**src/rtl/sa_deskew.sv**
```systemverilog
// Output deskew for a systolic array: re-aligns staggered result lanes into rows
// and buffers complete rows in a small FIFO with a valid/ready output.
module sa_deskew #(
    parameter int LANES      = 4,
    parameter int DAT_WIDTH  = 16,
    parameter int FIFO_DEPTH = 4
) (
    input  logic                               clk,
    input  logic                               rst,
    input  logic [LANES-1:0]                   i_dat_vld,
    input  logic [LANES*DAT_WIDTH-1:0]         i_dat,
    input  logic                               i_rdy,
    output logic                               o_dat_vld,
    output logic [LANES*DAT_WIDTH-1:0]         o_dat,
    output logic [$clog2(FIFO_DEPTH+1)-1:0]    o_count,
    output logic                               o_err_skew,
    output logic                               o_err_ovf,
    input  logic                               i_clr_err
);

    localparam int AW = $clog2(FIFO_DEPTH);
    localparam int CW = $clog2(FIFO_DEPTH+1);
    localparam int RW = LANES * DAT_WIDTH;

    logic [LANES-1:0] aln_vld_s;
    logic [RW-1:0]    aln_dat_s;

    // Lane g is delayed by LANES-1-g cycles so that all lanes of one result meet.
    for (genvar g = 0; g < LANES; g++) begin : g_lane
        localparam int DLY = LANES - 1 - g;
        if (DLY == 0) begin : g_direct
            assign aln_vld_s[g]                          = i_dat_vld[g];
            assign aln_dat_s[g*DAT_WIDTH +: DAT_WIDTH]   = i_dat[g*DAT_WIDTH +: DAT_WIDTH];
        end else begin : g_delay
            logic [DLY-1:0]       vld_sh_r;
            logic [DAT_WIDTH-1:0] dat_sh_r [DLY];

            // Shift valid and data of this lane through its delay line.
            always_ff @(posedge clk) begin
                if (rst) begin
                    vld_sh_r <= '0;
                    for (int k = 0; k < DLY; k++) begin
                        dat_sh_r[k] <= '0;
                    end
                end else begin
                    vld_sh_r[0] <= i_dat_vld[g];
                    dat_sh_r[0] <= i_dat[g*DAT_WIDTH +: DAT_WIDTH];
                    for (int k = 1; k < DLY; k++) begin
                        vld_sh_r[k] <= vld_sh_r[k-1];
                        dat_sh_r[k] <= dat_sh_r[k-1];
                    end
                end
            end

            assign aln_vld_s[g]                        = vld_sh_r[DLY-1];
            assign aln_dat_s[g*DAT_WIDTH +: DAT_WIDTH] = dat_sh_r[DLY-1];
        end
    end

    logic              row_full_s;
    logic              row_skew_s;
    logic              pop_s;
    logic              push_s;
    logic              drop_s;
    logic [AW-1:0]     wr_ptr_r;
    logic [AW-1:0]     rd_ptr_r;
    logic [AW-1:0]     rd_ptr_nxt_s;
    logic [CW-1:0]     count_r;
    logic [CW-1:0]     count_nxt_s;
    logic [RW-1:0]     head_nxt_s;
    logic [RW-1:0]     mem_r [FIFO_DEPTH];

    // Classify the aligned lane valids and decide push/pop for this cycle.
    always_comb begin
        row_full_s   = &aln_vld_s;
        row_skew_s   = (|aln_vld_s) & ~(&aln_vld_s);
        pop_s        = o_dat_vld & i_rdy;
        push_s       = row_full_s & ((count_r != CW'(FIFO_DEPTH)) | pop_s);
        drop_s       = row_full_s & ~push_s;
        rd_ptr_nxt_s = pop_s ? (rd_ptr_r + AW'(1)) : rd_ptr_r;
        case ({push_s, pop_s})
            2'b10:   count_nxt_s = count_r + CW'(1);
            2'b01:   count_nxt_s = count_r - CW'(1);
            default: count_nxt_s = count_r;
        endcase
        // A row written into the slot that becomes the head must bypass the array read.
        if (push_s && (wr_ptr_r == rd_ptr_nxt_s)) begin
            head_nxt_s = aln_dat_s;
        end else begin
            head_nxt_s = mem_r[rd_ptr_nxt_s];
        end
    end

    // Row storage; contents need no reset because occupancy is tracked separately.
    always_ff @(posedge clk) begin
        if (push_s) begin
            mem_r[wr_ptr_r] <= aln_dat_s;
        end
    end

    // FIFO pointers, occupancy and the registered head presented downstream.
    always_ff @(posedge clk) begin
        if (rst) begin
            wr_ptr_r  <= '0;
            rd_ptr_r  <= '0;
            count_r   <= '0;
            o_dat_vld <= 1'b0;
            o_dat     <= '0;
        end else begin
            if (push_s) begin
                wr_ptr_r <= wr_ptr_r + AW'(1);
            end
            rd_ptr_r  <= rd_ptr_nxt_s;
            count_r   <= count_nxt_s;
            o_dat_vld <= (count_nxt_s != CW'(0));
            o_dat     <= head_nxt_s;
        end
    end

    assign o_count = count_r;

    // Sticky error flags; a new event takes priority over a clear request.
    always_ff @(posedge clk) begin
        if (rst) begin
            o_err_skew <= 1'b0;
            o_err_ovf  <= 1'b0;
        end else begin
            if (row_skew_s) begin
                o_err_skew <= 1'b1;
            end else if (i_clr_err) begin
                o_err_skew <= 1'b0;
            end
            if (drop_s) begin
                o_err_ovf <= 1'b1;
            end else if (i_clr_err) begin
                o_err_ovf <= 1'b0;
            end
        end
    end

endmodule

```
**config.mk**
```make
export PLATFORM = sky130hd
export DESIGN_NAME = sa_deskew
export DESIGN_NICKNAME = d
export VERILOG_FILES = /design/src/rtl/sa_deskew.sv
export SDC_FILE = /design/constraint.sdc
export NUM_CORES = 1
export LEC_CHECK = 0
export BUFFER_PORTS_ARGS = -buffer_cell sky130_fd_sc_hd__buf_2
export CORE_AREA = 2 2 264 266
export DETAILED_ROUTE_END_ITERATION = 10
export DIE_AREA = 0 0 266 268
export GPL_TIMING_DRIVEN = 0
export PLACE_DENSITY_LB_ADDON = 0.15
export SYNTH_ARGS = -nofsm -noshare
export SYNTH_HDL_FRONTEND = slang
export SYNTH_SLANG_ARGS = --single-unit
```
**constraint.sdc**
```tcl
create_clock -name clk -period 4.25 [get_ports clk]
set_clock_uncertainty 0.05 [all_clocks]
set_input_delay 0.425 -clock clk [delete_from_list [all_inputs] [get_ports clk]]
set_output_delay 0.425 -clock clk [all_outputs]
set_load 0.02 [all_outputs]
```
# Yosys cells after proc, flatten, opt, wreduce, memory -nomap -nowiden
# Memories as Yosys holds them, arrays and structs flattened. A register that Yosys moved wholly into a read port is not among the register bits.
# Index checks and enable logic that the tools add are counted.
# word_totals
input_bits	72
regBits	16
output_inout_bits	70
word_cells	55
ram_bits	352
mem_count	4
# classes
n_eq_ne	3
n_mux	17
bitwise	12
n_addsub	4
reduce_logical	6
# mem_list
name	words	word_bits	rd	rd_clocked_by_memory_dff	write_ports	line	rtl
mem_r	4	64	1	1	1	71	logic [RW-1:0] mem_r [FIFO_DEPTH];
g_lane[0].g_delay.dat_sh_r	3	16	3	0	3	36	logic [DAT_WIDTH-1:0] dat_sh_r [DLY];
g_lane[1].g_delay.dat_sh_r	2	16	2	0	2	36	
g_lane[2].g_delay.dat_sh_r	1	16	1	0	1	36	
# op_table
operator	count
16-bit two-way mux	6
16-bit OR reduction	1
1-bit two-way mux	9
1-bit OR	6
3-bit one-hot mux with 2 select lines	1
2-bit by 1-bit adder with 2-bit output, second input constant	2
1-bit bitwise AND	4
4-bit AND reduction	1
2-bit nonzero test	2
4-bit OR reduction	1
3-bit by 1-bit adder with 3-bit output, second input constant	1
3-bit inequality test, second input constant	1
3-bit nonzero test	1
3-bit by 1-bit subtractor with 3-bit output, second input constant	1
2-bit by 1-bit == test with 1-bit output, second input constant	1
2-bit == test, second input constant	1
2-bit two-way mux	1
1-bit NOT	2

# Longest topological paths before layout
# depth
ltp_word	6
depth_mapped	8
ltp_nobuf	7

# Worst setup path after synthesis
# Ideal clock, no wire load.
# synth_timing
path_type	flip-flop to flip-flop
from	reg o_dat_vld
to	mem mem_r[1][0] (netlist bit), enable pin
setup_time_ns	0.429
required_ns	3.771
arrival_time_ns	2.629
n_path_buf	0
synth_period_minus_slack_ns	3.108
slack_ns	1.142
stages_incl_launch_ff	4
path_cell_list	dfxtp_1 nand2_1 a31oi_1 and2_1
# synth_via
elab_chain_len	5
# synth_lines
element	line	rtl
from (decl)	13	output logic o_dat_vld,
from (signal assigned)	115	o_dat_vld <= (count_nxt_s != CW'(0));
1-bit bitwise AND	77	pop_s = o_dat_vld & i_rdy;
1-bit OR	78	push_s = row_full_s & ((count_r != CW'(FIFO_DEPTH)) | pop_s);
1-bit bitwise AND	78	
1-bit two-way mux	96	if (push_s) begin
1-bit two-way mux (not written as such)	97	mem_r[wr_ptr_r] <= aln_dat_s;
to (decl)	71	
# Every way passes these cells.

# Worst setup path after layout
# layout_timing
from	reg o_dat_vld
to	mem mem_r[2][23] (netlist bit), enable pin
# Same word-level chain as after synthesis.

==> flow_summary.yaml <==
run_status:
  status: "completed"
timing:
  slew_headroom: 0.3520
  fin_ws_ns: 1.470
  final.min_clock_period_ns: 2.780
  rsz0062_at_grt: "no"
  drv_slew: 0
  period_share: 0.6541
  setup_viol: 0
  finalHoldViolCount: 0
  max_freq_mhz: 359.7
  worstMarginPinSlew_ns: 0.9721
finish:
  area_delta_synth_final_pct: 23.80
  multi_input_area_um2: 5464
  n_antenna_cell: 0
  layout_common_cells: "edfxtp_1, buf_2, dfxtp_1"
  regArea_um2: 11210
  finalNetCount: 1644
  mostFrequentLayoutCell: "edfxtp_1"
  stdcell_count: 2492
  layout-drive-gt1-share: 0.1826
  fill_cells: 6847
routing:
  dr.pass1.iters: 5
  wl_um: 54910
  drc: 0
  final_antenna_net_count: 0
  num_vias: 12120
  avgViaCountPerCell: 4.864
  wl_per_cell_um: 22.03
  drtIter0Drc: 894
die:
  rows: 96
  die_x_um: 266
  ios: 142
  die-area_um2: 71290
  initial_core_util: 0.2582
  die_h_um: 268
  core_um2: 68230
placed_design:
  gp_congestion: 0.7519
  detailedPlace.worstSlack_ns: 1.404
  io_buffers: 141
  dpl.hpwl_um: 34420
  dp_cells: 2339
hold_path:
  min_path_cells: 1
  worst_hold_path_type: "input pin to flip-flop"
  hold_path_end: "mem_r[2][55]$_DFFE_PP_"
  min_from: "i_dat[55]"
clocking:
  cts_sinks: 432
  clock_latency_ns: 0.60
  clockBufferDepth: 3
  cts_tree: "yes"
  cts_max_level: 2
  clkTransAtPathRegs_ns: 0.06
  hold_buffers: 57
  root_buffer: "clkbuf_16"
  cts_made_buffers: 51
  post-cts-setup-buffers: 0
  ctsResizeCount: 0
synth:
  netlist_instances: 1312
  netlist_area_um2: 17610
  syn-num-nets: 1389
  yosys_most_used_dff: "edfxtp_1"
  ys_ff_latch: 432
  yosysSeqAreaShare: 0.6365
  synthDistinctLibCells: 46
  yosysWarnings: 0
  yosys.area.top_type_share: 0.4365
  synth.area.top_cells: "edfxtp_1, dfxtp_1, mux2i_1, nor2b_1, a221o_1"
  yosysTopAreaCell: "edfxtp_1"
  avgSynthCellArea_um2: 13.42
  synth_edf_count: 256
  async_flop_share: 0
setup_path:
  r2r_slack_ns: 1.47
  rr_endpoint: "mem_r[2][23]$_DFFE_PP_"
  critPathArrivalTime_ns: 3.02
  worstPathMaxFanout: 34
  crit_path_start_kind: "flip-flop"
  end_kind: "flip-flop"
  cp.required_ns: 4.49
  critPathKind: "flip-flop to flip-flop"
  r2r_cells: 4
  worstReg2RegStart: "o_dat_vld$_SDFF_PP0_"
global_routing:
  antenna_found_initial: 4
  grt_max_degree: 45
  grt_pass1_vias: 12760
  grt_pass1_wl_um: 80780
  grt_use_total: 0.1510
  gr-total-overflow: 0
flow_run:
  drv_cap: 0
power:
  irDropWorstVdd_mv: 0.2449
  p_leak_nw: 7.514
  p_total_mw: 10.27
  power.density_nw_per_um2: 471.2
[power breakdown]
group	internal [mW]	leakage [nW]	total, mW	switching (mW)
sequential	4.55	3.83	4.61	0.0639
clock	2.57	0.850	4.37	1.80
combinational	0.447	2.83	1.29	0.844
[final cells by class]
class	instances	share of cell area
Clock buffer	76	0.07207
Buffer	134	0.03145
Inverter	70	0.01205
Timing Repair Buffer	202	0.06323
Sequential cell	432	0.5141
Multi-Input combinational cell	676	0.2506
Clock inverter	20	0.005853
Tap cell	882	0.05061
[per-stage QoR]
stage	TNS, ns	util	cell area [um^2]	hold slack, ns
CTS	0	0.3196	21800	0.0006268
floorplan	0	-	17610	0.3638
global route	0	0.3196	21800	0.02372
detailed placement	0	0.2863	19540	0.3718
finish	0	0.3196	21800	0.03429
global placement	-165.62	0.2847	19420	0.3682
[critical path: stages (launching register included)]
cell	delay [ns]
dfxtp_1	0.55
nand2_1	0.22
a31oi_1	0.63
and2_4	0.68
buf_12	0.31
[synthesized netlist by cell type (6+ instances only)]
master / n
nand4b_1: 63
edfxtp_1: 256
nor2_1: 7
mux2i_1: 129
buf_6: 15
a311o_1: 63
inv_1: 70
nand2_1: 69
buf_1: 10
buf_2: 41
a211oi_1: 64
a221o_1: 63
nor2b_1: 103
clkbuf_1: 63
o311ai_0: 60
and2_1: 6
dfxtp_1: 176
[registers in the layout, summed over array words and instances, names as in the netlist]
register	count
wr_ptr_r	2
rd_ptr_r	2
o_err_ovf	1
o_dat	64
o_count	3
g_lane.g_delay.vld_sh_r	6
o_dat_vld	1
o_err_skew	1
mem_r	256
g_lane.g_delay.dat_sh_r	96
[how the worst max path moves through the flow]
stage	start	to	slack, ns	cells past startpoint
finish	o_dat_vld$_SDFF_PP0_	mem_r[2][23]$_DFFE_PP_	1.47	4
global route	o_dat_vld$_SDFF_PP0_	mem_r[2][10]$_DFFE_PP_	1.30	4
CTS	o_dat_vld$_SDFF_PP0_	mem_r[2][0]$_DFFE_PP_	1.45	4
detailed placement	i_dat_vld[3]	mem_r[2][23]$_DFFE_PP_	1.40	5
global placement	i_dat_vld[3]	mem_r[1][27]$_DFFE_PP_	-0.68	4
floorplan	o_dat_vld$_SDFF_PP0_	mem_r[1][0]$_DFFE_PP_	1.14	3
[layer usage]
layer  track usage  wire [um]  up-vias
met2        0.2519      25860      443
met3       0.02822       3288      111
met1        0.1958      24130     5977
met5             0         21        -
li1              -          -     5586
met4       0.05405       1609        4
[cell families after synthesis]
logic type | Yosys count | synth area share
AO/OA/AOI/OAI | 273 | 0.1382
AND/OR/NAND/NOR | 265 | 0.09214
buffers and inverters | 204 | 0.05385
XOR/XNOR | 4 | 0.001989
adder cells (fa/ha/maj) | 5 | 0.003978
flip-flops | 432 | 0.6365
multiplexers | 129 | 0.07331
Power figures use the tool's default switching activity.
